$ cat config.mk
export PLATFORM = sky130hd
export DESIGN_NAME = fpu_addsub_pipe
export DESIGN_NICKNAME = d
export VERILOG_FILES = /design/src/rtl/fpu_addsub_pipe.sv
export SDC_FILE = /design/constraint.sdc
export NUM_CORES = 1
export LEC_CHECK = 0
export ABC_AREA = 1
export ABC_CLOCK_PERIOD_IN_PS = 6400
export CAP_MARGIN = 15
export CORE_ASPECT_RATIO = 1.1
export CORE_UTILIZATION = 29
export DETAILED_ROUTE_END_ITERATION = 12
export GPL_ROUTABILITY_DRIVEN = 0
export SLEW_MARGIN = 40
export SYNTH_ARGS = -nofsm -noshare
export SYNTH_HDL_FRONTEND = slang
export SYNTH_SLANG_ARGS = --single-unit
$ cat constraint.sdc
create_clock -name clock100KHz -period 6.4 [get_ports clock100KHz]
set_input_delay 1.28 -clock clock100KHz [delete_from_list [all_inputs] [get_ports clock100KHz]]
set_output_delay 1.28 -clock clock100KHz [all_outputs]
set_load 0.005 [all_outputs]
$ cat src/rtl/fpu_addsub_pipe.sv
// fpu_addsub_pipe: multi-cycle sign|exp|mant floating-point add/subtract with round-to-nearest-even and valid/ready handshakes
module fpu_addsub_pipe #(
  parameter int EXP_W = 6,
  parameter int MAN_W = 25
) (
  input  logic                       clock100KHz,
  input  logic                       reset,
  input  logic                       in_valid,
  output logic                       in_ready,
  input  logic [EXP_W+MAN_W:0]       op_A_in,
  input  logic [EXP_W+MAN_W:0]       op_B_in,
  input  logic                       op_sub,
  output logic                       out_valid,
  input  logic                       out_ready,
  output logic [EXP_W+MAN_W:0]       data_out,
  output logic [3:0]                 status_out
);
  localparam int W = 1 + EXP_W + MAN_W;
  localparam int XW = MAN_W + 4;
  localparam logic [EXP_W:0] ONE = 1;
  localparam logic [EXP_W:0] EMAX = {1'b0, {EXP_W{1'b1}}};
  typedef enum logic [2:0] {IDLE, ALIGN, OPER, NORM, ROUND, DONE} state_t;
  state_t state;
  logic [W-1:0] a_q, b_q;
  logic [XW-1:0] xa, xb;
  logic [XW:0] sum;
  logic [EXP_W:0] exp_r;
  logic sr, ovf, unf, zero;
  logic [EXP_W-1:0] ea, eb, d;
  logic a_big, sa, sb, inc, inexact, ovf_fin;
  logic [XW-1:0] xa_raw, xb_raw, sm, shifted;
  logic [XW:0] mag;
  logic [MAN_W+1:0] rnd;
  logic [EXP_W:0] exp_up, exp_fin;
  logic [MAN_W-1:0] man_fin;
  assign in_ready = state == IDLE;
  always_comb begin
    ea = a_q[W-2:MAN_W];
    eb = b_q[W-2:MAN_W];
    sa = a_q[W-1];
    sb = b_q[W-1];
    xa_raw = ea != '0 ? {1'b1, a_q[MAN_W-1:0], 3'b000} : '0;
    xb_raw = eb != '0 ? {1'b1, b_q[MAN_W-1:0], 3'b000} : '0;
    a_big = ea >= eb;
    d = a_big ? ea - eb : eb - ea;
    sm = a_big ? xb_raw : xa_raw;
    shifted = int'(d) >= XW - 1 ? XW'(|sm)
            : (sm >> d) | XW'(|(sm & ((XW'(1) << d) - XW'(1))));
    mag = sa == sb ? {1'b0, xa} + {1'b0, xb}
        : xa >= xb ? {1'b0, xa - xb} : {1'b0, xb - xa};
    exp_up = exp_r + ONE;
    inc = sum[2] & (sum[1] | sum[0] | sum[3]);
    inexact = |sum[2:0];
    rnd = {1'b0, sum[XW-1:3]} + (MAN_W+2)'(inc);
    exp_fin = rnd[MAN_W+1] ? exp_up : exp_r;
    man_fin = rnd[MAN_W+1] ? rnd[MAN_W:1] : rnd[MAN_W-1:0];
    ovf_fin = ovf | (exp_fin >= EMAX);
  end
  always_ff @(posedge clock100KHz or posedge reset) begin
    if (reset) begin
      state <= IDLE;
      a_q <= '0;
      b_q <= '0;
      xa <= '0;
      xb <= '0;
      sum <= '0;
      exp_r <= '0;
      sr <= 1'b0;
      ovf <= 1'b0;
      unf <= 1'b0;
      zero <= 1'b0;
      out_valid <= 1'b0;
      data_out <= '0;
      status_out <= '0;
    end else begin
      case (state)
        IDLE: if (in_valid) begin
          a_q <= op_A_in;
          b_q <= {op_B_in[W-1] ^ op_sub, op_B_in[W-2:0]};
          ovf <= (&op_A_in[W-2:MAN_W]) | (&op_B_in[W-2:MAN_W]);
          unf <= 1'b0;
          zero <= 1'b0;
          state <= ALIGN;
        end
        ALIGN: begin
          xa <= a_big ? xa_raw : shifted;
          xb <= a_big ? shifted : xb_raw;
          exp_r <= {1'b0, a_big ? ea : eb};
          state <= OPER;
        end
        OPER: begin
          sum <= mag;
          sr <= sa != sb && xb > xa ? sb : sa;
          state <= NORM;
        end
        NORM: if (ovf) state <= ROUND;
        else if (sum == '0) begin
          zero <= 1'b1;
          state <= ROUND;
        end else if (sum[XW]) begin
          sum <= {1'b0, sum[XW:2], sum[1] | sum[0]};
          exp_r <= exp_up;
          if (exp_up >= EMAX) begin
            ovf <= 1'b1;
            state <= ROUND;
          end
        end else if (!sum[XW-1]) begin
          if (exp_r == ONE) begin
            unf <= 1'b1;
            state <= ROUND;
          end else begin
            sum <= sum << 1;
            exp_r <= exp_r - ONE;
          end
        end else state <= ROUND;
        ROUND: begin
          out_valid <= 1'b1;
          data_out <= zero || ovf_fin || unf ? '0 : {sr, exp_fin[EXP_W-1:0], man_fin};
          status_out <= zero ? 4'b0001 : ovf_fin ? 4'b0100 : unf ? 4'b1000 : inexact ? 4'b0010 : 4'b0001;
          state <= DONE;
        end
        DONE: if (out_ready) begin
          out_valid <= 1'b0;
          state <= IDLE;
        end
        default: state <= IDLE;
      endcase
    end
  end
endmodule
==> metrics.md <==
| Metric | Value |
|---|---|
| Status | finished, final reports clean |
| Yosys cell types | 60 |
| Number of cells upsized or downsized after cts | 0 |
| Number of max-slew violations in the final report | 0 |
| Total number of vias | 18,293 |
| Summed area of non-filler cells in the final layout | 20,500 sq um |
| Fillers | 6,687 |
| Residual overflow from global routing | 0 |
| Antenna cell count | 0 |
| Sequential fraction of the synthesis area | 0.284 |
| Die width | 239 microns |
| Avg Cell Area, Syn | 6.64 sq um |
| # rows | 95 |
| Post-detailed-placement half-perimeter wirelength | 47,800 microns |
| CP Max Fanout | 46 |
| Most common flop cell mapped by yosys | sky130_fd_sc_hd__dfrtp_1 |
| Final setup violation count | 0 |
| Xor and xnor fraction of the mapped netlist area | 0.0304 |
| Post-synthesis cell count | 2,692 |
| Number of enable-type register cells in the synthesized netlist | 0 |
| Number of sinks handled by clock tree synthesis | 203 |
| Area share of fa/ha/maj cells after synthesis | 0.0777 |
| Mean routed wirelength per cell | 17.1 microns |
| Avg Vias per Cell | 5.13 |
| Worst-skew pair later-pin latency | 0.56 ns |
| RR Endpoint | xa[0]$_DFFE_PP0P_ |
| Synthesized-area fraction occupied by ao, oa, aoi and oai cells | 0.238 |
| Synthesized net count | 2,869 |
| Maximum clock frequency | 220 MHz |
| Initial Util | 0.293 |
| Router iterations before antenna repair | 6 |
| Multiplexer area fraction after synthesis | 0.00672 |
| Fraction of synthesis flops using an asynchronous set or reset pin | 1.00 |
| Maximum number of pins on one net before global-route repair | 134 |
| Hold crit path type | reg -> reg |
| CP startpoint | a_q[25]$_DFFE_PP0P_ |
| Number of violations of the max-capacitance limit | 0 |
| Clock period minus final worst setup slack | 4.54 ns |
| Source of the worst hold timing path | a_q[5]$_DFFE_PP0P_ |
| Worst path arrival time | 4.99 ns |
| Placed standard-cell area | 19,600 sq um |
| Overall die height | 262 microns |
| Number of buffers added for setup after CTS | 0 |
| Core box area | 61,000 sq um |
| FF-to-FF Start | a_q[25]$_DFFE_PP0P_ |
| Layout cells sized above 1 | 0.0562 |
| Number of remaining DRC errors | 0 |
| CP required | 6.85 ns |
| Number of buffers between clock root and the deepest sink | 3 |
| Starting DRT DRC Count | 1,665 |
| Routed WL | 61,000 microns |
| Largest family of logic cells by synthesized area | simple AND/OR/NAND/NOR gates |
| Number of port buffers | 106 |
| Area of the mapped netlist | 17,900 sq um |
| Area of the die | 62,600 sq um |
| Io pins | 107 |
| Global-route usage over all layers | 0.192 |
| Worst Setup End Kind | register |
| Least-Margin Pin Slew | 0.863 ns |
| Share of the cycle needed by the critical path after routing | 0.709 |
| Reg-to-reg slack, setup | 1.86 ns |
| Clock root cell | sky130_fd_sc_hd__clkbuf_16 |
| Hold slack | 0.473 ns |
| Slew HR | 0.424 |
| Worst setup path endpoint | xa[0]$_DFFE_PP0P_ |
| Clock tree from TritonCTS | built |
| Syn-to-layout area delta | 14.8% |
| Final net count | 2,901 |
| Vias in the first global route | 17,336 |
| Worst r2r path cells | 22 |
| Synth Warn # | 0 |
| Worst setup path category | reg -> reg |
| RSZ-0062 raised after global routing | no |
| Clock input transition at the sequential cells of the worst setup and hold paths | 0.06 ns |
| Final-report hold violation count | 0 |
| Post-route clock skew | 0.0270 ns |
| Remaining number of nets flagged by the antenna check after routing | 0 |
| Clock buffer count from CTS | 26 |
| Number of flip-flops and latches in the synthesized netlist | 203 |
| Count of hold-fix buffers inserted at cts | 0 |
| Simple logic cell fraction of the synthesized area | 0.262 |
| CTS H-tree depth | 1 |
| Total negative slack | 0 ns |
| Worst Setup Start Kind | register |
| Initial antenna violation count | 0 |
| First-pass GRT wire length | 96,500 microns |
placed cells by master (no fill, tap or decap), types with 5 or more instances in the layout:
master and n:
sky130_fd_sc_hd__a211oi_1 6, sky130_fd_sc_hd__a21o_1 11, sky130_fd_sc_hd__a21oi_1 198, sky130_fd_sc_hd__a22oi_1 22
sky130_fd_sc_hd__a31oi_1 14, sky130_fd_sc_hd__buf_4 18, sky130_fd_sc_hd__clkbuf_16 27, sky130_fd_sc_hd__clkbuf_8 5
sky130_fd_sc_hd__clkdlybuf4s50_1 106, sky130_fd_sc_hd__clkinv_2 6, sky130_fd_sc_hd__dfrtp_1 203, sky130_fd_sc_hd__fa_1 5
sky130_fd_sc_hd__ha_1 103, sky130_fd_sc_hd__inv_1 311, sky130_fd_sc_hd__inv_2 17, sky130_fd_sc_hd__mux2i_1 12
sky130_fd_sc_hd__nand2_1 691, sky130_fd_sc_hd__nand2_2 12, sky130_fd_sc_hd__nand3_1 85, sky130_fd_sc_hd__nand4_1 42
sky130_fd_sc_hd__nor2_1 245, sky130_fd_sc_hd__nor2_2 11, sky130_fd_sc_hd__nor3_1 16, sky130_fd_sc_hd__nor4_1 8
sky130_fd_sc_hd__o2111ai_1 7, sky130_fd_sc_hd__o211ai_1 13, sky130_fd_sc_hd__o21a_1 5, sky130_fd_sc_hd__o21ai_0 213
sky130_fd_sc_hd__o21ai_1 70, sky130_fd_sc_hd__o21ai_2 19, sky130_fd_sc_hd__o21bai_1 19, sky130_fd_sc_hd__o221ai_1 27
sky130_fd_sc_hd__o22ai_1 52, sky130_fd_sc_hd__o22ai_2 8, sky130_fd_sc_hd__o31ai_1 12, sky130_fd_sc_hd__or2_2 6
sky130_fd_sc_hd__xor2_1 58
worst max-delay path: stages (launching register included):
cell	delay [ns]
sky130_fd_sc_hd__dfrtp_1	0.40
sky130_fd_sc_hd__inv_1	0.10
sky130_fd_sc_hd__ha_1	0.18
sky130_fd_sc_hd__inv_1	0.07
sky130_fd_sc_hd__fa_1	0.42
sky130_fd_sc_hd__nand2_1	0.18
sky130_fd_sc_hd__nand3_4	0.44
sky130_fd_sc_hd__nand2_1	0.24
sky130_fd_sc_hd__nand2_2	0.35
sky130_fd_sc_hd__nor2_2	0.76
sky130_fd_sc_hd__inv_1	0.28
sky130_fd_sc_hd__nor2_1	0.18
sky130_fd_sc_hd__nor2_1	0.07
sky130_fd_sc_hd__nand2_1	0.06
sky130_fd_sc_hd__nor2_1	0.04
sky130_fd_sc_hd__nand3_1	0.08
sky130_fd_sc_hd__nand2_1	0.06
sky130_fd_sc_hd__nor2_1	0.09
sky130_fd_sc_hd__nand2_1	0.06
sky130_fd_sc_hd__nor2_1	0.10
sky130_fd_sc_hd__nand3_1	0.14
sky130_fd_sc_hd__nand2_1	0.09
sky130_fd_sc_hd__nand2_1	0.05
cells in the mapped netlist, types with 7 or more instances:
cell type                   instances  area [sq um]
sky130_fd_sc_hd__xor2_1            58           508
sky130_fd_sc_hd__nand2_1          694          2610
sky130_fd_sc_hd__ha_1             103          1290
sky130_fd_sc_hd__nor4_1             8          50.1
sky130_fd_sc_hd__a21oi_1          198           991
sky130_fd_sc_hd__a22oi_1           22           165
sky130_fd_sc_hd__o21ai_2           19           166
sky130_fd_sc_hd__nor2_1           247           927
sky130_fd_sc_hd__buf_1              7          26.3
sky130_fd_sc_hd__inv_2             16          60.1
sky130_fd_sc_hd__dfrtp_1          203          5080
sky130_fd_sc_hd__nand3_1           85           425
sky130_fd_sc_hd__o21bai_1          19           143
sky130_fd_sc_hd__o22ai_2            8           100
sky130_fd_sc_hd__a31oi_1           14          87.6
sky130_fd_sc_hd__buf_2             45           225
sky130_fd_sc_hd__o31ai_1           12          90.1
sky130_fd_sc_hd__o221ai_1          27           236
sky130_fd_sc_hd__nand4_1           42           263
sky130_fd_sc_hd__o21ai_0          213          1070
sky130_fd_sc_hd__o21ai_1           70           350
sky130_fd_sc_hd__nor3_1            16          80.1
sky130_fd_sc_hd__clkbuf_1          61           229
sky130_fd_sc_hd__mux2i_1           12           120
sky130_fd_sc_hd__nor2_2            10          62.6
sky130_fd_sc_hd__nand2_2            9          56.3
sky130_fd_sc_hd__o22ai_1           52           325
sky130_fd_sc_hd__o2111ai_1          7          61.3
sky130_fd_sc_hd__inv_1            314          1180
sky130_fd_sc_hd__o211ai_1          13          97.6
sky130_fd_sc_hd__a21o_1            11          82.6
metal layers:
metal | up-vias | wire length, microns | global-route usage
li1 | 8997 | - | -
met4 | 0 | 2380 | 0.0696
met5 | - | 0 | 0
met2 | 741 | 27400 | 0.312
met1 | 8405 | 27200 | 0.263
met3 | 150 | 3920 | 0.0199
registers in the layout, indices dropped and copies added (netlist names):
name / count
a_q: 32
b_q: 32
data_out: 32
exp_r: 7
out_valid: 1
ovf: 1
sr: 1
state: 3
status_out: 4
sum: 30
unf: 1
xa: 29
xb: 29
zero: 1
through the flow:
stage | setup WS [ns] | utilization | std cells
2_1_floorplan | 2.49 | - | 2692
3_3_place_gp | 1.72 | 0.321 | 3518
3_5_place_dp | 1.97 | 0.321 | 3519
4_1_cts | 1.96 | 0.336 | 3565
5_1_grt | 1.38 | 0.337 | 3566
6_report | 1.86 | 0.337 | 3566
worst min-delay path by stage:
stage / endpoint / slack (ns) / cells past startpoint
2_1_floorplan: a_q[10]$_DFFE_PP0P_ / 0.44 / 2
3_3_place_gp: b_q[8]$_DFFE_PP0P_ / 0.46 / 2
3_5_place_dp: b_q[17]$_DFFE_PP0P_ / 0.46 / 2
4_1_cts: a_q[12]$_DFFE_PP0P_ / 0.48 / 2
5_1_grt: a_q[12]$_DFFE_PP0P_ / 0.49 / 2
6_report: a_q[5]$_DFFE_PP0P_ / 0.47 / 2
final cells by class:
cell class	count	area [sq um]	area share
Inverter	332	1250	0.0610
Sequential cell	203	5080	0.247
Multi-Input combinational cell	2034	11000	0.536
Clock inverter	10	141	0.00689
Tap cell	824	1030	0.0502
Clock buffer	36	759	0.0370
Timing Repair Buffer	127	1260	0.0616
cells by family after synthesis:
kind of cell	Yosys count
mux	12
buf+inv	455
flops	203
fa+ha+maj	108
xor+xnor	62
simple gates	1136
compound gates	716
Power is not shown: default switching activity piles up to over one toggle a cycle in this logic, so the estimate is an artifact.
==> RTL edit 1 (config.mk and constraints unchanged) <==
Make the reset (`reset`) synchronous in one clocked block.
--- a/src/rtl/fpu_addsub_pipe.sv
+++ b/src/rtl/fpu_addsub_pipe.sv
@@ -57,5 +57,5 @@
     ovf_fin = ovf | (exp_fin >= EMAX);
   end
-  always_ff @(posedge clock100KHz or posedge reset) begin
+  always_ff @(posedge clock100KHz) begin
     if (reset) begin
       state <= IDLE;
Behaviour: differs if reset is asserted again (counterexample within 4 cycles, from zero or initial values and one cycle with reset high); with reset held inactive, the same outputs for 4 cycles.
==> RTL edit 1 against the original RTL <==
Critical path depth fell by 2. Routed wire length rose by 5.1%. Sequential share of layout area fell by 4.3 points. Setup slack improved by 0.098 ns. Final area fell by 3.0%. Sequential cell count did not move. Synthesized area fell by 1.6%. Critical path type unchanged. Critical endpoint is now xa[0].
==> RTL edit 1: results (changes against the original RTL) <==
initial detailed-routing violation count 1,810 (+8.7%); Vias 19,271 (+5.3%); CLK BUF 33 (-8.3%); met2 WL 29.36 mm (+7.0%); top cells by area, synth dfxtp_1 23%, nand2_1 12%, a21oi_1 10%; filler instances 6,596 (-1.4%); achievable clock frequency 225.2 MHz (+2.2%); placed wire-length estimate 50.14 mm (+4.9%); vias in the first global route 17,545 (+1.2%); Clock-cell share 4.352% (-0.036 points); GR Util met2 33.18% (+2.0 points); Max Fanout on Critical Path 43 (-6.5%); Worst R2R Path Depth 20 (-9.1%); post-synthesis sequential area ratio 23.11% (-5.3 points); synth cell count leaders 570 x nand2_1, 353 x a21oi_1, 331 x inv_1; status finished clean; metal3 WL 4.171 mm (+6.4%); M1 WL 27.80 mm (+2.1%); Unique masters post-synth 61 (+1.7%); async set-or-reset flop fraction in the synthesized netlist 0% (-100 points); Seq cells 203 (unchanged); grt met1 use 26.04% (-0.23 points); Fin Clk Skew 0.01886 ns (-0.008103 ns); crit path DAT 4.83 ns (-0.16 ns); hold_ws 0.4648 ns (-0.008657 ns); Setup crit end xa[0]; Mapped Avg Cell Area 6.255 um^2 (-5.8%); multi-input combinational area share 57.78% (+4.2 points); HP Start a_q[3]; placed cell areas 0.01905 mm^2 (-2.8%); layout cells sized above 1 5.233% (-0.38 points)
==> RTL edit 1: cell types whose count changed after synthesis, moves of 21 or more <==
cell | before | now
a21oi_1 | 198 | 353
clkbuf_1 | 61 | 86
dfrtp_1 | 203 | 0
dfxtp_1 | 0 | 203
nand2_1 | 694 | 570
nor2_1 | 247 | 270
o221ai_1 | 27 | 6
==> RTL edit 1: logic make-up (layout without fill, tap and decap cells) <==
group           count (synthesis)  in the layout  share of synthesized area (%)
flops                         203            203                          23.11
mux                             9              9                         0.5124
compound gates                830            830                          26.49
xor+xnor                       80             80                          3.985
fa+ha+maj                     108            108                          7.899
buf+inv                       499            516                          11.64
simple gates                 1082           1082                          26.36
==> RTL edit 1: report_power, final <==
part / internal [W] / switching, W / total [W]
sequential: 0.00146 / 0.000214 / 0.00167
combinational: 0.00260 / 0.00636 / 0.00896
clock: 0.000908 / 0.000611 / 0.00152
total: 0.00497 / 0.00719 / 0.0122
==> RTL edit 2 (same flow settings) <==
Made on the original files. Set the parameter `MAN_W` to 33 (it was 25).
--- a/src/rtl/fpu_addsub_pipe.sv
+++ b/src/rtl/fpu_addsub_pipe.sv
@@ -2,5 +2,5 @@
 module fpu_addsub_pipe #(
   parameter int EXP_W = 6,
-  parameter int MAN_W = 25
+  parameter int MAN_W = 33
 ) (
   input  logic                       clock100KHz,
Interface: changed (resized data_out, op_A_in and op_B_in); port bits go from 107 to 131. No check against the original RTL was run, so the function may have changed too.
==> RTL edit 2 against the original RTL <==
Cell count increased by 29%. Final area increased by 26%. Routed wire length increased by 37%. Synthesized area increased by 26%. Global-route usage increased by 1.5 points. Sequential cell count increased by 48. Non-clock buffer count increased by 29. Setup slack got worse by 0.83 ns. Count of clock-buffer cells in the layout increased by 7. Highest routed layer unchanged.
Power is not shown: default switching activity piles up to over one toggle a cycle in this logic, so the estimate is an artifact.
==> RTL edit 2: results (changes against the original RTL) <==
initial detailed-routing violation count 2,519 (+51%); dpl cells 4,526 (+29%); async set-or-reset flop fraction in the synthesized netlist 100.0% (unchanged); Num CTS Buffers 31 (+19%); DRT antenna net count 0 (unchanged); total track usage 20.71% (+1.5 points); layout cells sized above 1 4.087% (-1.5 points); crit path DAT 5.89 ns (+0.90 ns); Synth Area in Adders 7.472% (-0.30 points); initial antenna violation count 1 (+1); H-tree depth 1 (unchanged); routed wire length 83.76 mm (+37%); vias per cell 5.246 (+2.3%); Max Fanout on Critical Path 43 (-6.5%); mux cell area share after synthesis 0.2712% (-0.40 points); WL/cell 18.28 um (+6.9%); Clock Path Buffers 3 (unchanged); ys flop type dfrtp_1; HP Class register to register; largest net degree at the start of global routing 100 (-25%); Ant. Diodes 0 (unchanged); synth cell count leaders 985 x nand2_1, 432 x inv_1, 312 x nor2_1; Clock Latency Late Sink 0.63 ns (+0.07 ns); status finished clean; Regs by FF count a_q (40), b_q (40), data_out (40); # nets final 3,741 (+29%); setup violators final 0 (unchanged); DR pass1 iterations 6 (unchanged); Synth Area in Compound Gates 23.05% (-0.71 points); yosys warns 0 (unchanged); Fin Clk Skew 0.04083 ns (+0.01386 ns); root buffer cell clkbuf_16; top cells by area, synth dfrtp_1 28%, nand2_1 16%, inv_1 7.2%; Mapped Avg Cell Area 6.442 um^2 (-3.0%); filler instances 8,546 (+28%); vias in the first global route 22,279 (+29%); post-synthesis sequential area ratio 27.78% (-0.63 points); first-pass GRT wire length 128.8 mm (+33%); relative slew slack 45.28% (+2.9 points); post_cts resized 0 (unchanged); post-synthesis xor/xnor area fraction 2.247% (-0.79 points); placed wire-length estimate 65.93 mm (+38%); post-CTS setup buffers 0 (unchanged); Port Buffers 130 (+23%); Unique masters post-synth 70 (+17%); clock-pin slew on the worst setup and hold paths 0.06 ns (about the same)
## RTL edit 2: kinds of logic (layout without fill, tap and decap cells)
family | Yosys count | in the layout
and+or+nand+nor | 1558 | 1558
DFF | 251 | 251
adders and majority gates | 132 | 132
muxes | 6 | 6
xor gates and xnor gates | 58 | 58
buffers and inverters | 627 | 666
AOI/OAI and AO/OA | 877 | 877
## RTL edit 2: final timing paths
path | start | endpoint | slack (ns) | depth (start not counted)
setup / recovery | a_q[33] | xb[0] | 1.03 | 25
hold / removal | b_q[32] | b_q[32] | 0.47 | 2
setup reg to reg | a_q[33] | xb[0] | 1.03 | 25
hold reg to reg | b_q[32] | b_q[32] | 0.47 | 2
max in group asynchronous | reset | a_q[23] | 4.33 | 4
min in group asynchronous | reset | exp_r[1] | 0.95 | 2
## RTL edit 2: metrics by stage
stage	instance area, um^2	worst slack (ns)
final	25800	1.028
after CTS	25800	1.217
after global placement	24640	1.348
after floorplan	22610	1.818
after global routing	25800	0.6125
after detailed placement	24720	1.244
## RTL edit 2: area by class of cell
type	count	area [um^2]	share of cell area, %
multi-input cells	2631	13880	53.78
flip-flops and latches	251	6281	24.35
inverters	453	1709	6.625
repair buffers	156	1560	6.048
well taps	1035	1295	5.019
clock buffers	43	880.8	3.414
clock inverters	14	197.7	0.7662
## RTL edit 2: layer usage
metal | part of all wire (%) | track usage, % | up-vias | wire, um
met5 | 0 | 0 | - | 0
met4 | 4.9 | 8.850 | 0 | 4141
met3 | 7.2 | 2.682 | 226 | 6009
met2 | 45 | 33.23 | 1083 | 37410
met1 | 43 | 27.71 | 11096 | 36190
li1 | - | - | 11637 | -
## RTL edit 2: critical path, stage by stage (launching register included)
cell	delay (ns)
dfrtp_1	0.37
inv_1	0.08
ha_1	0.29
buf_4	0.24
inv_2	0.51
nor2_1	0.13
nand3_2	0.13
nand3_4	0.28
inv_2	0.39
nand2_1	0.09
nand2_1	0.59
inv_2	0.47
nor2_1	0.33
nand3_1	0.25
nand2_1	0.20
nor2_1	0.08
nand2_1	0.09
nor2_1	0.06
nand2_1	0.09
nand2_1	0.06
nor2_1	0.10
nand2_1	0.07
nor2_1	0.08
nand2_1	0.11
nand3_1	0.09
nand2_1	0.06
